<file path="src/rtl/uart_des_pkg.sv">
// Shared constants and issue-state encoding for the RS232 -> DES receive path.
// Optional checksum byte per block: define UART_RX_CHECKSUM_EN.
package uart_des_pkg;

   localparam int BYTES_PER_BLOCK    = 8;
   localparam int BYTE_W             = 8;
   localparam int BLOCK_W            = BYTES_PER_BLOCK * BYTE_W;
   localparam int DEF_TIMEOUT_CYCLES = 55552;
   localparam int TIMER_W            = 17;

   typedef enum logic [1:0] {
      IDLE,
      PENDING,
      ISSUE
   } issueState_t;

endpackage

</file>
<file path="src/rtl/uart_rx_idle_timer.sv">
// Inter-byte idle counter with enable, clear and a single-cycle expire strobe.
// Expire is asserted on the cycle the count sits at LIMIT-1 while enabled.
module uart_rx_idle_timer
   import uart_des_pkg::*;
#(
   parameter int unsigned LIMIT = DEF_TIMEOUT_CYCLES
) (
   input  logic CLK,
   input  logic RST_N,
   input  logic enable,
   input  logic clear,
   output logic expire
);

   localparam logic [TIMER_W-1:0] LAST = TIMER_W'(LIMIT - 1);

   logic [TIMER_W-1:0] count;

   assign expire = enable && !clear && (count == LAST);

   // Count idle cycles; wrap to zero on clear or when the limit is reached.
   always_ff @(posedge CLK or negedge RST_N) begin
      if (!RST_N) begin
         count <= '0;
      end else if (clear || expire) begin
         count <= '0;
      end else if (enable) begin
         count <= count + TIMER_W'(1);
      end
   end

endmodule

</file>
<file path="src/rtl/uart_des_block_assembler.sv">
// Packs received bytes LSB-first into 64-bit blocks and issues them to DES.
// Define UART_RX_CHECKSUM_EN for a trailing XOR checksum byte per block.
module uart_des_block_assembler
   import uart_des_pkg::*;
#(
   parameter int unsigned TIMEOUT_CYCLES = DEF_TIMEOUT_CYCLES
) (
   input  logic               CLK,
   input  logic               RST_N,
   input  logic [BYTE_W-1:0]  RecvData,
   input  logic               RecvDataReady,
   input  logic               DES_BUSY,
   output logic               CHIP_SELECT_BAR,
   output logic [BLOCK_W-1:0] PLAIN_TEXT,
   output logic [3:0]         BYTE_CNT,
   output logic               RecvLED,
   output logic               TIMEOUT_ERR,
   output logic               OVERRUN_ERR,
   output logic               CHECKSUM_ERR
);

`ifdef UART_RX_CHECKSUM_EN
   localparam logic [3:0] LAST_LANE = 4'(BYTES_PER_BLOCK);
`else
   localparam logic [3:0] LAST_LANE = 4'(BYTES_PER_BLOCK - 1);
`endif

   issueState_t        state;
   logic [BLOCK_W-1:0] asmReg;
   logic [BLOCK_W-1:0] asmNext;
   logic [3:0]         cntNext;
   logic               pendNext;
   logic               complete;
   logic               sumOk;
   logic               load;
   logic               overrun;
   logic               expire;
   logic               timerEn;
   logic               timerClr;

   assign complete = RecvDataReady && (BYTE_CNT == LAST_LANE);
   assign load     = complete && sumOk && (state == IDLE);
   assign overrun  = complete && sumOk && (state != IDLE);
   assign timerEn  = (BYTE_CNT != 4'd0) && !RecvDataReady;
   assign timerClr = RecvDataReady || (BYTE_CNT == 4'd0);

   uart_rx_idle_timer #(
      .LIMIT (TIMEOUT_CYCLES)
   ) idleTimer (
      .CLK    (CLK),
      .RST_N  (RST_N),
      .enable (timerEn),
      .clear  (timerClr),
      .expire (expire)
   );

`ifdef UART_RX_CHECKSUM_EN
   logic [BYTE_W-1:0] xorReg;

   assign sumOk = (RecvData == xorReg);

   // Running XOR of payload bytes, restarted whenever the block restarts.
   always_ff @(posedge CLK or negedge RST_N) begin
      if (!RST_N) begin
         xorReg       <= '0;
         CHECKSUM_ERR <= 1'b0;
      end else begin
         CHECKSUM_ERR <= complete && !sumOk;
         if (complete || expire) begin
            xorReg <= '0;
         end else if (RecvDataReady) begin
            xorReg <= xorReg ^ RecvData;
         end
      end
   end
`else
   assign sumOk        = 1'b1;
   assign CHECKSUM_ERR = 1'b0;
`endif

   // Write the incoming byte into its lane; the checksum byte has no lane.
   always_comb begin
      asmNext = asmReg;
      if (RecvDataReady && !BYTE_CNT[3]) begin
         asmNext[{BYTE_CNT[2:0], 3'b000} +: BYTE_W] = RecvData;
      end
   end

   // Next byte count and pending flag, shared by the counter and the LED.
   always_comb begin
      cntNext = BYTE_CNT;
      if (RecvDataReady) begin
         cntNext = complete ? 4'd0 : BYTE_CNT + 4'd1;
      end else if (expire) begin
         cntNext = 4'd0;
      end
      pendNext = load || ((state == PENDING) && DES_BUSY);
   end

   // Byte collection, status LED and error strobes.
   always_ff @(posedge CLK or negedge RST_N) begin
      if (!RST_N) begin
         asmReg      <= '0;
         BYTE_CNT    <= 4'd0;
         RecvLED     <= 1'b0;
         TIMEOUT_ERR <= 1'b0;
         OVERRUN_ERR <= 1'b0;
      end else begin
         asmReg      <= asmNext;
         BYTE_CNT    <= cntNext;
         RecvLED     <= (cntNext != 4'd0) || pendNext;
         TIMEOUT_ERR <= expire;
         OVERRUN_ERR <= overrun;
      end
   end

   // Hold a completed block until DES is free, then pulse chip select.
   always_ff @(posedge CLK or negedge RST_N) begin
      if (!RST_N) begin
         state           <= IDLE;
         CHIP_SELECT_BAR <= 1'b0;
         PLAIN_TEXT      <= '0;
      end else begin
         CHIP_SELECT_BAR <= 1'b0;
         unique case (state)
            IDLE: begin
               if (load) begin
                  state      <= PENDING;
                  PLAIN_TEXT <= asmNext;
               end
            end
            PENDING: begin
               if (!DES_BUSY) begin
                  state           <= ISSUE;
                  CHIP_SELECT_BAR <= 1'b1;
               end
            end
            ISSUE: begin
               state <= IDLE;
            end
            default: begin
               state <= IDLE;
            end
         endcase
      end
   end

endmodule

</file>
<file path="config.mk">
export PLATFORM = sky130hd
export DESIGN_NAME = uart_des_block_assembler
export DESIGN_NICKNAME = d
export VERILOG_FILES = /design/src/rtl/uart_des_pkg.sv /design/src/rtl/uart_rx_idle_timer.sv /design/src/rtl/uart_des_block_assembler.sv
export SDC_FILE = /design/constraint.sdc
export NUM_CORES = 1
export LEC_CHECK = 0
export BUFFER_PORTS_ARGS = -buffer_cell sky130_fd_sc_hd__buf_2
export CAP_MARGIN = 20
export CORE_MARGIN = 5
export CORE_UTILIZATION = 50
export CTS_CLUSTER_SIZE = 25
export DETAILED_ROUTE_END_ITERATION = 10
export PLACE_DENSITY_LB_ADDON = 0.1
export SLEW_MARGIN = 20
export SYNTH_ARGS = -nofsm -noshare
export SYNTH_HDL_FRONTEND = slang
export SYNTH_SLANG_ARGS = --single-unit
</file>
<file path="constraint.sdc">
create_clock -name CLK -period 4.9 [get_ports CLK]
set_input_delay 0.49 -clock CLK [delete_from_list [all_inputs] [get_ports CLK]]
set_output_delay 0.49 -clock CLK [all_outputs]
set_load 0.02 [all_outputs]
</file>
=== Word-level counts from Yosys, hierarchy flattened ===
Cells that the tools add are included.
W data, S select, Z words.

* Add/subtract/negate cells: 3
* Eq/ne operators: 5
* Shift operators: 2
* Multiplexer cells: 12
* Reduce and logical (&&, ||, !) cells: 23

{| class="wikitable"
|+ Operators by type and width
! kind !! count
|-
| $bwmux W64 || 1
|-
| $mux W64 || 1
|-
| $shift A8 B8 Y64 const A || 1
|-
| $shiftx A8 B8 Y64 || 1
|-
| $mux W17 || 2
|-
| $add A17 B1 Y17 const B || 1
|-
| $eq A17 B16 Y1 const B || 1
|-
| $mux W4 || 3
|-
| $logic_and A1 B1 Y1 || 8
|-
| $neg A6 Y8 || 1
|-
| $reduce_bool A4 Y1 || 2
|-
| $add A4 B1 Y4 const B || 1
|-
| $eq A4 B3 Y1 const B || 1
|-
| $logic_not A4 Y1 || 1
|-
| $logic_or A1 B1 Y1 || 4
|-
| $mux W2 || 2
|-
| $ne A2 B2 Y1 const B || 2
|-
| $pmux W2 S2 || 1
|-
| $reduce_and A2 Y1 || 2
|-
| $reduce_bool A2 Y1 || 2
|-
| $logic_not A1 Y1 || 3
|-
| $eq A2 B1 Y1 const B || 1
|-
| $logic_not A2 Y1 || 1
|-
| $mux W1 || 2
|}

* Register bits after elaboration: 155
* Input port bits: 12
* Output and inout port bits: 73
* Word-level logic and storage cells: 54

=== Depth between registers and ports, before layout ===
Gate-level depths: netlist (run 1).

* Depth in word-level cells: 9
* Gate-level depth with buffers: 8
* Depth with buffers taken out: 7

=== Hierarchy ===
Synthesis (run 1) repeated with hierarchy kept, for this count alone.

* Cells, all modules: 421
* Area total of the unflattened synthesis: 6,217.2 um^2

{| class="wikitable"
|+ Modules (own cells, without submodules)
! module !! instances !! cells an instance !! area an instance (um^2) !! sequential area each (um^2)
|-
| uart_des_block_assembler || 1 || 330 || 5,340.1 || 3,453.3
|-
| uart_rx_idle_timer || 1 || 91 || 877.1 || 425.4
|}

=== Worst setup path before layout (run 1) ===
OpenSTA, ideal clock, no wires.

* Path type: reg-to-reg
* Start: reg BYTE_CNT[0]
* End: reg PLAIN_TEXT[40]
* Library setup time: 125 ps
* Arrival: 2,683 ps
* Data required time: 4,775 ps
* Path slack: 2,092 ps
* Stages on the path, launching flop included: 9
* Path buffers: 2
* Clock period less this slack: 2,808 ps
* Cells stage by stage: dfrtp_1 > clkbuf_1 > inv_1 > ha_1 > ha_1 > or4b_1 > buf_6 > mux2_4 > mux2_2

* Longest elaborated chain between the ends: 4
* Elaborated cells between the ends (all ways): 9
* Classes of those cells: 1 x add/sub; 1 x eq/ne; 2 x shift; 2 x mux; 3 x reduce/logical

{| class="wikitable"
|+ RTL lines
! element !! line !! RTL
|-
| start, declared || uart_des_block_assembler.sv:15 || <nowiki>output logic [3:0] BYTE_CNT,</nowiki>
|-
| start signal, assigned || uart_des_block_assembler.sv:110 || <nowiki>BYTE_CNT <= cntNext;</nowiki>
|-
| $neg A6 Y8 (*) || uart_des_block_assembler.sv:85 || <nowiki>asmNext[{BYTE_CNT[2:0], 3'b000} +: BYTE_W] = RecvData;</nowiki>
|-
| $shiftx A8 B8 Y64 or $shift A8 B8 Y64 (tied branches) || uart_des_block_assembler.sv:85 ||
|-
| $bwmux W64 (*) || uart_des_block_assembler.sv:85 ||
|-
| $mux W64 (*) || uart_des_block_assembler.sv:84 || <nowiki>if (RecvDataReady && !BYTE_CNT[3]) begin</nowiki>
|-
| via asmNext[40] || uart_des_block_assembler.sv:30 || <nowiki>logic [BLOCK_W-1:0] asmNext;</nowiki>
|-
| end signal, assigned || uart_des_block_assembler.sv:129 || <nowiki>PLAIN_TEXT <= asmNext;</nowiki>
|-
| end, declared || uart_des_block_assembler.sv:14 || <nowiki>output logic [BLOCK_W-1:0] PLAIN_TEXT,</nowiki>
|}

The timed path passes the listed nets; every way through them passes the cells marked *.
A chain may end at the register's enable or synchronous reset.

=== Final worst setup path (run 1) ===
* Start: reg BYTE_CNT[0]
* End: reg PLAIN_TEXT[36]

The elaborated chain is that of the path after synthesis.

==> results.md, run 1 <==
* Status: complete, no violations
* Avg WL per Cell at 17.9 um
* Final Max Tran Viols at 0
* Largest stage delay on the critical path at 0.61 ns
* Share of async-settable or async-resettable flops after synthesis at 100%
* Synthesized flop and latch total at around 160
* Cell Count, Final, Fillers Out at 725
* Average cell area after synthesis at 14.3 um2
* Detailed placement HPWL at 8690 um
* DR vias at 3,854
* Maximum clock skew at final layout at slightly above 0.007 ns
* Deepest level of the CTS H-tree at 4
* Synthesis-to-finish area growth at 17.9%
* Maximum number of pins on one net before global-route repair at around 70
* Number of endpoints failing setup at the final stage at 0
* Primary flip-flop cell chosen by synthesis mapping: sky130_fd_sc_hd__dfrtp_1
* Endpoint arrival time on the critical path at approximately 3.4 ns
* Average vias per placed instance at ~5.3
* Die ar. at 15,400 um2
* Pwr per Cell Area at a little under 600 nW/um2
* Number of nets still failing antenna checks after routing at 0
* Number of antenna violations at the first check in global routing at 0
* Slew HR at between 40 and 50%
* Path class of the lowest-slack min-delay path: input port to register
* Num CTS Buffers at 17
* Post-detailed-routing wire length at 13,000 um
* Critical path, cell by cell: inv_1, ha_1, nor4b_1, nand4bb_1, mux2_2, mux2_2
* Most used cells in the layout excluding fill and tap cells: 155 x sky130_fd_sc_hd__dfrtp_1, 104 x sky130_fd_sc_hd__mux2_2, 82 x sky130_fd_sc_hd__buf_2
* Nets in the synthesized netlist at between 400 and 500
* Setup crit end kind: register
* Detailed Routing Iterations Pass 1 at 4
* Post-Route Hold Slack at 0.256 ns
* Setup repair after global routing missed its margin: no
* Cell variety after synth at 41
* Crit path max-delay family: simple AND/OR/NAND/NOR gates
* Count of standard-cell rows at between 40 and 50
* Most used cell, CP: sky130_fd_sc_hd__mux2_2
* Setup Buffers After CTS at 0
* Number of global-route vias before repair at 4,036
* Worst-path clk slew at roughly 0.06 ns
* Max cap viols at 0
* Worst Path Buf+Inv at 1
* Post-Synthesis Cell Area at around 6500 um2
* DP Cell Count at roughly 690
* Sequential fraction of the synthesis area at between 50% and 60%
* Die H at ~120 um
* Share of the clock period used by the worst path at a little over 60%
* Clk_lat worst skew at between 0.4 and 0.5 ns
* Number of I/O port buffers at 83
* Clock sinks at 155
* Final Instance Area at about 7600 um2
* TritonCTS clock tree: yes
* Horizontal die dimension at around 120 um
* Leakage power figure at between 3 and 4 nW
* Setup ws final at around 1.9 ns
* Effective utilization at floorplan at between 50 and 60%
* Count of pins on the block boundary at 85
* Worst-path fanout max at 17
* Buffers from clock root to sink, at most at 2
* Element type at the critical path start: register
* Sum Neg Setup Slack at 0 ns
* Count of flip-flops with a built-in enable after synthesis at 0
* Post-DP Area at ~7000 um2
* DRC violation count after routing at 0
* Synthesized instance count at ~450
* Number of nets in the layout at 560
* Yosys warning total at 0
* Final antenna diode count at 0
* Routability cong. at approximately 0.77
* Highest metal layer used by the detailed router: met4
* CTS-repair resized insts at 0
* Gr usage total at between 10% and 20%
* Post-cts hold buffer count at 1
* Root Buffer Master: sky130_fd_sc_hd__clkbuf_16
* Setup slack after placement at about 1.9 ns
* WL met3 at approximately 610 um
* Global-route congestion overflow total at 0
* Crit Path Class: register to register
* Transition time of the tightest slew-check pin at 0.881 ns
* Sum of met2 wire segment lengths after detailed routing at 6150 um
* Slowest library cell on the worst path: sky130_fd_sc_hd__dfrtp_1
* Largest voltage drop on the vdd net at about 0.34 mV
* Total count of hold-check failures in the final report at 0
* Share of final-layout standard cells stronger than drive strength 1 at between 40% and 50%
* Leading cell type in the layout, fill and taps excluded: sky130_fd_sc_hd__dfrtp_1
* Placeable core region at 12,700 um2
* Clock period minus worst slack at slightly above 3 ns
* First-pass GRT wire length at approximately 21,000 um
* DRT iter0 DRCs at between 200 and 300
* Met1 wire length at approximately 6000 um
* F_max at 329 MHz
* Data required time at the worst endpoint at between 5 and 6 ns
## sequential cells by signal, summed over array words and instances (netlist names)
signal	cells
OVERRUN_ERR	1
CHIP_SELECT_BAR	1
TIMEOUT_ERR	1
PLAIN_TEXT	64
state	2
idleTimer.count	17
BYTE_CNT	4
RecvLED	1
asmReg	64
## worst register-to-register path, stage by stage (launching register included)
cell	delay (ns)
sky130_fd_sc_hd__dfrtp_1	0.61
sky130_fd_sc_hd__inv_1	0.12
sky130_fd_sc_hd__ha_1	0.43
sky130_fd_sc_hd__nor4b_1	0.45
sky130_fd_sc_hd__nand4bb_1	0.57
sky130_fd_sc_hd__mux2_2	0.50
sky130_fd_sc_hd__mux2_2	0.26
## logic make-up (layout without fill, tap and decap cells)
logic type	after synthesis	after routing	synth area share (%)
AO/OA/AOI/OAI	12	12	1.37
adder cells (fa/ha/maj)	6	6	1.16
other	1	1	0.0578
XOR/XNOR	15	15	2.03
flip-flops	155	155	59.8
multiplexers	128	128	23.6
buffers and inverters	26	125	2.28
AND/OR/NAND/NOR	111	111	9.70
## where the power goes
| part | leakage (nW) | switching, W | total, W | internal (W) |
|---|---|---|---|---|
| Clock | 0.296 | 0.000504 | 0.00134 | 0.000840 |
| Sequential | 2.11 | 0.000198 | 0.00186 | 0.00167 |
| Combinational | 1.56 | 0.000723 | 0.00132 | 0.000599 |
## worst paths after layout
kind / startpoint / to / slack (ns) / cells after the start
min in group asynchronous: RST_N / PLAIN_TEXT[12] / 0.55 / 2
worst min-delay path: DES_BUSY / state[1] / 0.26 / 2
worst max-delay path: BYTE_CNT[0] / PLAIN_TEXT[36] / 1.86 / 6
worst min register to register: asmReg[6] / asmReg[6] / 0.49 / 1
worst max register to register: BYTE_CNT[0] / PLAIN_TEXT[36] / 1.86 / 6
max in group asynchronous: RST_N / idleTimer.count[8] / 3.12 / 3
## layout make-up
cell class	count	area, um2
fill	1055	5020
sequential	155	3880
multi-input combinational	273	2460
clock buffer	21	470
timing repair buffer	87	454
tap	172	215
clock inverter	9	138
inverter	8	30.0
## metal layers
layer / track usage [%] / vias up
li1: - / 1772
met1: 27.0 / 1981
met2: 27.6 / 83
met3: 4.81 / 18
met4: 6.16 / 0
met5: 0 / -
## Yosys cell counts, types with 4 or more instances
library cell                 n  area, um2
sky130_fd_sc_hd__dfrtp_1   155       3880
sky130_fd_sc_hd__mux2_2    104       1170
sky130_fd_sc_hd__nor2_1     27        101
sky130_fd_sc_hd__mux2_4     24        360
sky130_fd_sc_hd__and2_1     21        131
sky130_fd_sc_hd__xnor2_1    12        105
sky130_fd_sc_hd__nand2_1    11       41.3
sky130_fd_sc_hd__nor3_1     10       50.1
sky130_fd_sc_hd__inv_1       8       30.0
sky130_fd_sc_hd__nand3_1     8       40.0
sky130_fd_sc_hd__buf_2       7       35.0
sky130_fd_sc_hd__ha_1        6       75.1
sky130_fd_sc_hd__buf_6       5       56.3
sky130_fd_sc_hd__clkbuf_1    5       18.8
sky130_fd_sc_hd__nand4_1     5       31.3
sky130_fd_sc_hd__a21oi_1     4       20.0
sky130_fd_sc_hd__nor3b_1     4       30.0
sky130_fd_sc_hd__nor4_1      4       25.0
## stage by stage
step	power [W]	util [%]
floorplan	0.00280	-
global placement	0.00318	55.5
detailed placement	0.00322	55.5
CTS	0.00458	60.4
global route	0.00479	60.4
finish	0.00453	60.4
(Power assumes the default switching activity.)
==> run 2, diff against run 1 <==
- ABC_AREA: unset -> 1
- clock period: 4.9 -> 2.6 ns (I/O delays scaled with it)
==> run 2 against run 1 <==
  * First-iteration DRC count increased by 21%
  * Largest power group unchanged
  * Count of clock-buffer cells in the layout grew 5
  * Core utilization increased by 0.36 points
  * Register-to-register slack got worse by 1.6 ns
  * Flip-flop and latch count stayed put
  * Non-clock buffer count increased by 8
  * Fmax is 29% higher
  * Total power is 94% higher
  * Setup slack got worse by 1.6 ns
==> results.md, run 2 <==
* Primary flip-flop cell chosen by synthesis mapping: sky130_fd_sc_hd__dfrtp_1 (unchanged)
* Total count of hold-check failures in the final report at 0 (unchanged)
* Highest metal layer used by the detailed router: met4 (unchanged)
* Detailed placement HPWL at 9620 um (was 8690 um)
* Average vias per placed instance at 4.94 (was 5.32)
* DRT iter0 DRCs at 328 (was 271)
* Setup repair after global routing missed its margin: no (unchanged)
* TritonCTS clock tree: yes (unchanged)
* Crit Path Class: register to register (unchanged)
* Die ar. at 15,100 um2 (was 15,400 um2)
* Buffers from clock root to sink, at most at 2 (unchanged)
* Number of I/O port buffers at 83 (unchanged)
* Area contributors post-synth: sky130_fd_sc_hd__dfrtp_1 61%, sky130_fd_sc_hd__nand2_1 17%, sky130_fd_sc_hd__o21ai_0 4.3% (was sky130_fd_sc_hd__dfrtp_1 60%, sky130_fd_sc_hd__mux2_2 18%, sky130_fd_sc_hd__mux2_4 5.6%)
* Gr usage total at 21.1% (was 18.6%)
* Post-detailed-routing wire length at 14,300 um (was 13,000 um)
* WL met3 at 721 um (was 614 um)
* Synth Area in XOR/XNOR at 1.10% (was 2.03%)
* Share of synthesized area spent on multiplexers at 0% (was 23.6%)
* Yosys warning total at 0 (unchanged)
* Final antenna diode count at 0 (unchanged)
* Data required time at the worst endpoint at 2.96 ns (was 5.20 ns)
* Leakage power figure at 4.09 nW (was 3.97 nW)
* Synthesized instance count at 708 (was 454)
* R2R Setup Slk at 0.23 ns (was 1.86 ns)
* Element type at the critical path start: register (unchanged)
* Worst Path Buf+Inv at 2 (was 1)
* Leading cell type in the layout, fill and taps excluded: sky130_fd_sc_hd__nand2_1 (was sky130_fd_sc_hd__dfrtp_1)
* Most used cells in the layout excluding fill and tap cells: 291 x sky130_fd_sc_hd__nand2_1, 155 x sky130_fd_sc_hd__dfrtp_1, 82 x sky130_fd_sc_hd__buf_2 (was 155 x sky130_fd_sc_hd__dfrtp_1, 104 x sky130_fd_sc_hd__mux2_2, 82 x sky130_fd_sc_hd__buf_2)
* F_max at 422 MHz (was 329 MHz)
* Global-route congestion overflow total at 0 (unchanged)
* Cell Count, Final, Fillers Out at 981 (was 725)
* Count of pins on the block boundary at 85 (unchanged)
* Routability cong. at 0.816 (was 0.769)
* Synthesized flop and latch total at 155 (unchanged)
* First-pass GRT wire length at 24,400 um (was 21,400 um)
* Transition time of the tightest slew-check pin at 0.609 ns (was 0.881 ns)
* Proportion of netlist area held by the largest area contributor at 61.1% (was 59.8%)
* Cell taking the most area after synthesis: sky130_fd_sc_hd__dfrtp_1 (unchanged)
* Crit path max-delay family: simple AND/OR/NAND/NOR gates (unchanged)
* Path class of the lowest-slack min-delay path: input port to register (unchanged)
* Area fraction in compound gates after synthesis at 6.82% (was 1.37%)
* Horizontal die dimension at 123 um (was 124 um)
* Clock period minus worst slack at 2.37 ns (was 3.04 ns)
* Share of the clock period used by the worst path at 91.0% (was 62.1%)
* Slowest library cell on the worst path: sky130_fd_sc_hd__dfrtp_1 (unchanged)
* Synthesis-to-finish area growth at 19.7% (was 17.9%)
* Max cap viols at 0 (unchanged)
* Maximum number of pins on one net before global-route repair at 61 (was 72)
* DR vias at 4,849 (was 3,854)
* DRC violation count after routing at 0 (unchanged)
* Count of standard-cell rows at 41 (unchanged)
* Share of async-settable or async-resettable flops after synthesis at 100% (unchanged)
* Count of flip-flops with a built-in enable after synthesis at 0 (unchanged)
* Setup crit end kind: register (unchanged)
* Commonest cells in the synthesized netlist: 291 x sky130_fd_sc_hd__nand2_1, 155 x sky130_fd_sc_hd__dfrtp_1, 55 x sky130_fd_sc_hd__o21ai_0 (was 155 x sky130_fd_sc_hd__dfrtp_1, 104 x sky130_fd_sc_hd__mux2_2, 27 x sky130_fd_sc_hd__nor2_1)
* Largest stage delay on the critical path at 0.50 ns (was 0.61 ns)
* DP Cell Count at 949 (was 694)
* Placeable core region at 12,500 um2 (was 12,700 um2)
* Clock sinks at 155 (unchanged)
* Share of final-layout standard cells stronger than drive strength 1 at 18.3% (was 45.2%)
* Final Max Tran Viols at 0 (unchanged)
* Sum of met2 wire segment lengths after detailed routing at 6640 um (was 6150 um)
* Worst-path clk slew at 0.06 ns (about the same)
* Number of global-route vias before repair at 4,958 (was 4,036)
* Avg WL per Cell at 14.6 um (was 17.9 um)
* Die H at 123 um (was 124 um)
* Critical path, cell by cell: inv_1, ha_1, ha_1, inv_1, nor3_4, nand3b_4, o21ai_0, nand2_1, nand2_1 (was inv_1, ha_1, nor4b_1, nand4bb_1, mux2_2, mux2_2)
* Effective utilization at floorplan at 50.7% (was 51.2%)
* Num CTS Buffers at 17 (unchanged)
* Sequential fraction of the synthesis area at 61.1% (was 59.8%)
* Met1 wire length at 6680 um (was 6060 um)
* Slew HR at 59.4% (was 41.3%)
* Largest voltage drop on the vdd net at 0.547 mV (was 0.343 mV)
* Number of endpoints failing setup at the final stage at 0 (unchanged)
* Number of nets still failing antenna checks after routing at 0 (unchanged)
* Pwr per Cell Area at 1150 nW/um2 (was 592 nW/um2)
* Clk_lat worst skew at 0.42 ns (about the same)
* Maximum clock skew at final layout at 0.00515 ns (was 0.00708 ns)
* Post-Synthesis Cell Area at 6350 um2 (was 6490 um2)
* Root Buffer Master: sky130_fd_sc_hd__clkbuf_16 (unchanged)
* Registers with the most flip-flops: PLAIN_TEXT: 64 flops, asmReg: 64 flops, idleTimer.count: 17 flops (unchanged)
* Detailed Routing Iterations Pass 1 at 5 (was 4)
* Post-synthesis adder-cell area fraction at 1.18% (was 1.16%)
* Most common cell in the synthesized netlist: sky130_fd_sc_hd__nand2_1 (was sky130_fd_sc_hd__dfrtp_1)
* Number of fill cells in the layout at 1,157 (was 1,055)
* Status: complete, no violations (unchanged)
* Dominant combinational cell family by area after synthesis: simple AND/OR/NAND/NOR gates (was multiplexers)
* Number of antenna violations at the first check in global routing at 0 (unchanged)
* Worst-path fanout max at 16 (was 17)
* Fraction of the mapped netlist area in simple logic gates at 24.5% (was 9.70%)
* Post-Route Hold Slack at 0.0222 ns (was 0.256 ns)
* Cell variety after synth at 29 (was 41)
* Average cell area after synthesis at 8.97 um2 (was 14.3 um2)
* Number of nets in the layout at 815 (was 560)
* Deepest level of the CTS H-tree at 4 (unchanged)
* Nets in the synthesized netlist at 726 (was 472)
* Setup Buffers After CTS at 0 (unchanged)
* Sum Neg Setup Slack at 0 ns (unchanged)
* Endpoint arrival time on the critical path at 2.73 ns (was 3.35 ns)
-- run 2: cell count changes after synthesis, moves of 11 or more --
cell / delta
sky130_fd_sc_hd__nand2_1: +280
sky130_fd_sc_hd__nand3_1: +13
sky130_fd_sc_hd__inv_1: +45
sky130_fd_sc_hd__xnor2_1: -11
sky130_fd_sc_hd__mux2_4: -24
sky130_fd_sc_hd__o21ai_0: +54
sky130_fd_sc_hd__mux2_2: -104
sky130_fd_sc_hd__and2_1: -21
sky130_fd_sc_hd__nor2_1: +20
-- run 2: what timing repair did --
item	in CTS	in global routing
gates resized for setup	0	4
endpoints found under the hold margin	56	0
endpoints found under the setup margin	0	6
hold buffers	1	0
-- run 2: logic make-up (layout without fill, tap and decap cells) --
group                    after synthesis  count (layout)
flip-flops                           155             155
other                                  1               1
AO/OA/AOI/OAI                         77              77
buffers and inverters                 79             180
adder cells (fa/ha/maj)                6               6
AND/OR/NAND/NOR                      382             382
XOR/XNOR                               8               8
-- run 2: power by group --
part,total (W),switching [W],internal (W)
combinational,0.00257,0.00175,0.000819
sequential,0.00356,0.000376,0.00318
clock,0.00264,0.000927,0.00171
total,0.00877,0.00306,0.00571
-- run 2: layer usage --
| layer | up-vias | GRT usage, % |
|---|---|---|
| li1 | 2379 | - |
| met1 | 2330 | 28.8 |
| met2 | 115 | 32.7 |
| met3 | 25 | 5.48 |
| met4 | 0 | 7.91 |
| met5 | - | 0 |
-- run 2: area by class of cell --
class	count	area, um2	area share [%]
well taps	172	215	2.83
inverters	54	203	2.67
clock inverters	5	103	1.35
clock buffers	26	539	7.10
repair buffers	95	514	6.77
multi-input cells	474	2150	28.3
flip-flops and latches	155	3880	51.0
-- run 2: worst paths after layout --
| check | from | end | depth (start not counted) |
|---|---|---|---|
| hold reg to reg | PLAIN_TEXT[18] | PLAIN_TEXT[18] | 2 |
| setup / recovery | BYTE_CNT[1] | PLAIN_TEXT[32] | 9 |
| min in group asynchronous | RST_N | asmReg[57] | 2 |
| setup reg to reg | BYTE_CNT[1] | PLAIN_TEXT[32] | 9 |
| hold / removal | DES_BUSY | CHIP_SELECT_BAR | 2 |
| max in group asynchronous | RST_N | BYTE_CNT[0] | 3 |
-- run 2: stage by stage --
stage	total power, W	instance area (um2)	setup slack [ns]	util (%)
2_1_floorplan	0.00530	6350	0.333	-
3_3_place_gp	0.00610	6940	0.368	55.4
3_5_place_dp	0.00617	6940	0.249	55.4
4_1_cts	0.00885	7590	0.233	60.6
5_1_grt	0.00936	7600	0.0228	60.7
6_report	0.00877	7600	0.233	60.7
==> run 3, diff against run 2 <==
- CORE_ASPECT_RATIO: unset -> 0.9
==> run 3 against run 2 <==
  * Register-to-register slack hardly changed
  * Global-route usage decreased by 0.69 points
  * Fmax rose by 0.26%
  * Non-clock buffer count is the same
  * Die area barely moved
  * Clock power down 11%
  * Routed wire length down 0.32%
  * Core utilization fell by 0.96 points
  * Combinational power about the same
  * Clock skew up 0.0059 ns
  * Via count shrank 1.1%
  * Critical path type unchanged
==> results.md, run 3 (synthesized netlist as in run 2, its figures left out) <==
* Element type at the critical path start: register (unchanged)
* Status: complete, no violations (unchanged)
* Max cap viols at 0 (unchanged)
* Sw power at 0.00307 W (was 0.00306 W)
* DR vias at 4,796 (was 4,849)
* R2R Setup Slk at 0.24 ns (was 0.23 ns)
* Data required time at the worst endpoint at 2.96 ns (about the same)
* Number of I/O port buffers at 83 (unchanged)
* Share of power burned in registers at 41.8% (was 40.6%)
* Leakage power figure at 4.07 nW (was 4.09 nW)
* Crit Path Class: register to register (unchanged)
* DRC violation count after routing at 0 (unchanged)
* Placeable core region at 12,600 um2 (was 12,500 um2)
* Average vias per placed instance at 4.92 (was 4.94)
* Count of pins on the block boundary at 85 (unchanged)
* Number of nets in the layout at 815 (unchanged)
* Maximum number of pins on one net before global-route repair at 73 (was 61)
* Clock network fraction of design power at 27.8% (was 30.1%)
* Sw Ratio at 36.1% (was 34.9%)
* Post-detailed-routing wire length at 14,300 um (about the same)
* Leading cell type in the layout, fill and taps excluded: sky130_fd_sc_hd__nand2_1 (unchanged)
* Avg WL per Cell at 14.7 um (was 14.6 um)
* F_max at 424 MHz (was 422 MHz)
* Total count of hold-check failures in the final report at 0 (unchanged)
* Count of standard-cell rows at 39 (was 41)
* Detailed Routing Iterations Pass 1 at 7 (was 5)
* Final antenna diode count at 0 (unchanged)
* Number of fill cells in the layout at 1,163 (was 1,157)
* Setup crit end kind: register (unchanged)
* Slew HR at 54.2% (was 59.4%)
* Origin of the worst min-delay path: DES_BUSY (unchanged)
* Clock period minus worst slack at 2.36 ns (was 2.37 ns)
* Register-to-Register Path Depth at 8 (was 9)
* Most used cells in the layout excluding fill and tap cells: 291 x sky130_fd_sc_hd__nand2_1, 155 x sky130_fd_sc_hd__dfrtp_1, 82 x sky130_fd_sc_hd__buf_2 (unchanged)
* TritonCTS clock tree: yes (unchanged)
* Deepest level of the CTS H-tree at 4 (unchanged)
* Sum Neg Setup Slack at 0 ns (unchanged)
* Worst-path fanout max at 16 (unchanged)
* Pwr per Cell Area at 1130 nW/um2 (was 1150 nW/um2)
* Share of final-layout standard cells stronger than drive strength 1 at 18.3% (about the same)
* Global-route congestion overflow total at 0 (unchanged)
* Largest voltage drop on the vdd net at 0.544 mV (was 0.547 mV)
* Buffers from clock root to sink, at most at 2 (unchanged)
* CTS-repair resized insts at 0 (unchanged)
* Terminus of the critical flop-to-flop path: PLAIN_TEXT[43] (was PLAIN_TEXT[32])
* Root Buffer Master: sky130_fd_sc_hd__clkbuf_16 (unchanged)
* Die ar. at 15,100 um2 (about the same)
* Endpoint arrival time on the critical path at 2.72 ns (was 2.73 ns)
* Number of antenna violations at the first check in global routing at 0 (unchanged)
* Horizontal die dimension at 129 um (was 123 um)
* Effective utilization at floorplan at 50.4% (was 50.7%)
* DRT iter0 DRCs at 317 (was 328)
* Number of endpoints failing setup at the final stage at 0 (unchanged)
* Comb pwr share at 30.4% (was 29.3%)
* Pint at 0.00542 W (was 0.00571 W)
* Worst-path clk slew at 0.06 ns (about the same)
* Maximum clock skew at final layout at 0.0110 ns (was 0.00515 ns)
* Transition time of the tightest slew-check pin at 0.687 ns (was 0.609 ns)
* Synthesis-to-finish area growth at 18.5% (was 19.7%)
* Number of nets still failing antenna checks after routing at 0 (unchanged)
* Overall power at 0.00849 W (was 0.00877 W)
* Path class of the lowest-slack min-delay path: input port to register (unchanged)
* Setup repair after global routing missed its margin: no (unchanged)
* Detailed placement HPWL at 9750 um (was 9620 um)
* First-pass GRT wire length at 23,900 um (was 24,400 um)
* Gr usage total at 20.4% (was 21.1%)
* Endpoint, Worst Hold: CHIP_SELECT_BAR (unchanged)
* Routability cong. at 0.832 (was 0.816)
* Num CTS Buffers at 17 (unchanged)
* Share of the clock period used by the worst path at 90.8% (was 91.0%)
* Clock sinks at 155 (unchanged)
* Final Max Tran Viols at 0 (unchanged)
* Number of global-route vias before repair at 4,795 (was 4,958)
* Registers with the most flip-flops: PLAIN_TEXT: 64 flops, asmReg: 64 flops, idleTimer.count: 17 flops (unchanged)
* Cell depth of the worst min-delay path at 2 (unchanged)
* Die H at 117 um (was 123 um)
* Source of the worst register-to-register timing path: BYTE_CNT[1] (unchanged)
* Clk_lat worst skew at 0.42 ns (about the same)
## run 3: changes by cell type in the layout (fill, tap and decap cells not counted), sizes merged
cell      delta
clkbuf       -5
clkinv       +6
inv          +1
bufinv       -2
clkinvlp     +1
## run 3: power groups by stage
stage / sequential, W / combinational (W) / clock [W]
after CTS: 0.00356 / 0.00262 / 0.00241
after global placement: 0.00356 / 0.00256 / 0
final: 0.00355 / 0.00258 / 0.00236
after detailed placement: 0.00358 / 0.00261 / 0
after floorplan: 0.00406 / 0.00124 / 0
after global routing: 0.00364 / 0.00290 / 0.00252
## run 3: metrics by stage
stage | setup WS, ns | area (um2) | hold WS, ns | util [%] | std cells
after detailed placement | 0.260 | 6940 | 0.334 | 55.1 | 941
after floorplan | 0.333 | 6350 | -0.0356 | - | 708
final | 0.239 | 7520 | 0.0361 | 59.8 | 974
after CTS | 0.231 | 7520 | 0.0137 | 59.8 | 974
after global routing | 0.000729 | 7520 | 0.0151 | 59.8 | 974
after global placement | 0.370 | 6940 | 0.331 | 55.1 | 941
## run 3: metal layers
layer | up-vias | GRT usage (%) | part of all wire, %
met5 | - | 0 | 0
met4 | 0 | 8.33 | 1.1
met3 | 10 | 5.31 | 5.4
met2 | 107 | 31.9 | 48
met1 | 2291 | 27.5 | 46
li1 | 2388 | - | -
## run 3: worst max-delay path: stages, from the launching register on
cell                      delay, ns
sky130_fd_sc_hd__dfrtp_1       0.48
sky130_fd_sc_hd__inv_1         0.13
sky130_fd_sc_hd__ha_1          0.23
sky130_fd_sc_hd__ha_1          0.27
sky130_fd_sc_hd__inv_1         0.18
sky130_fd_sc_hd__nand3_1       0.43
sky130_fd_sc_hd__o21ai_0       0.42
sky130_fd_sc_hd__nand2_1       0.08
sky130_fd_sc_hd__nand2_1       0.07
## run 3: layout make-up
type	instances	area, um2	share of cell area, %
flip-flops and latches	155	3880	51.6
clock buffers	21	480	6.39
multi-input cells	474	2140	28.4
inverters	54	203	2.69
repair buffers	95	527	7.00
clock inverters	11	92.6	1.23
well taps	164	205	2.73
## run 3: worst max-delay path by stage
| stage | start | endpoint | slack [ns] | cells past startpoint |
|---|---|---|---|---|
| 2_1_floorplan | BYTE_CNT[0] | PLAIN_TEXT[13] | 0.33 | 11 |
| 3_3_place_gp | BYTE_CNT[1] | PLAIN_TEXT[44] | 0.37 | 8 |
| 3_5_place_dp | BYTE_CNT[1] | PLAIN_TEXT[43] | 0.26 | 8 |
| 4_1_cts | BYTE_CNT[1] | PLAIN_TEXT[43] | 0.23 | 8 |
| 5_1_grt | BYTE_CNT[1] | PLAIN_TEXT[51] | 0.0007 | 8 |
| 6_report | BYTE_CNT[1] | PLAIN_TEXT[43] | 0.24 | 8 |
## run 3: timing repair
action	4_1_cts	5_1_grt
hold endpoints to repair	69	0
setup buffers	0	0
hold buffers	1	0
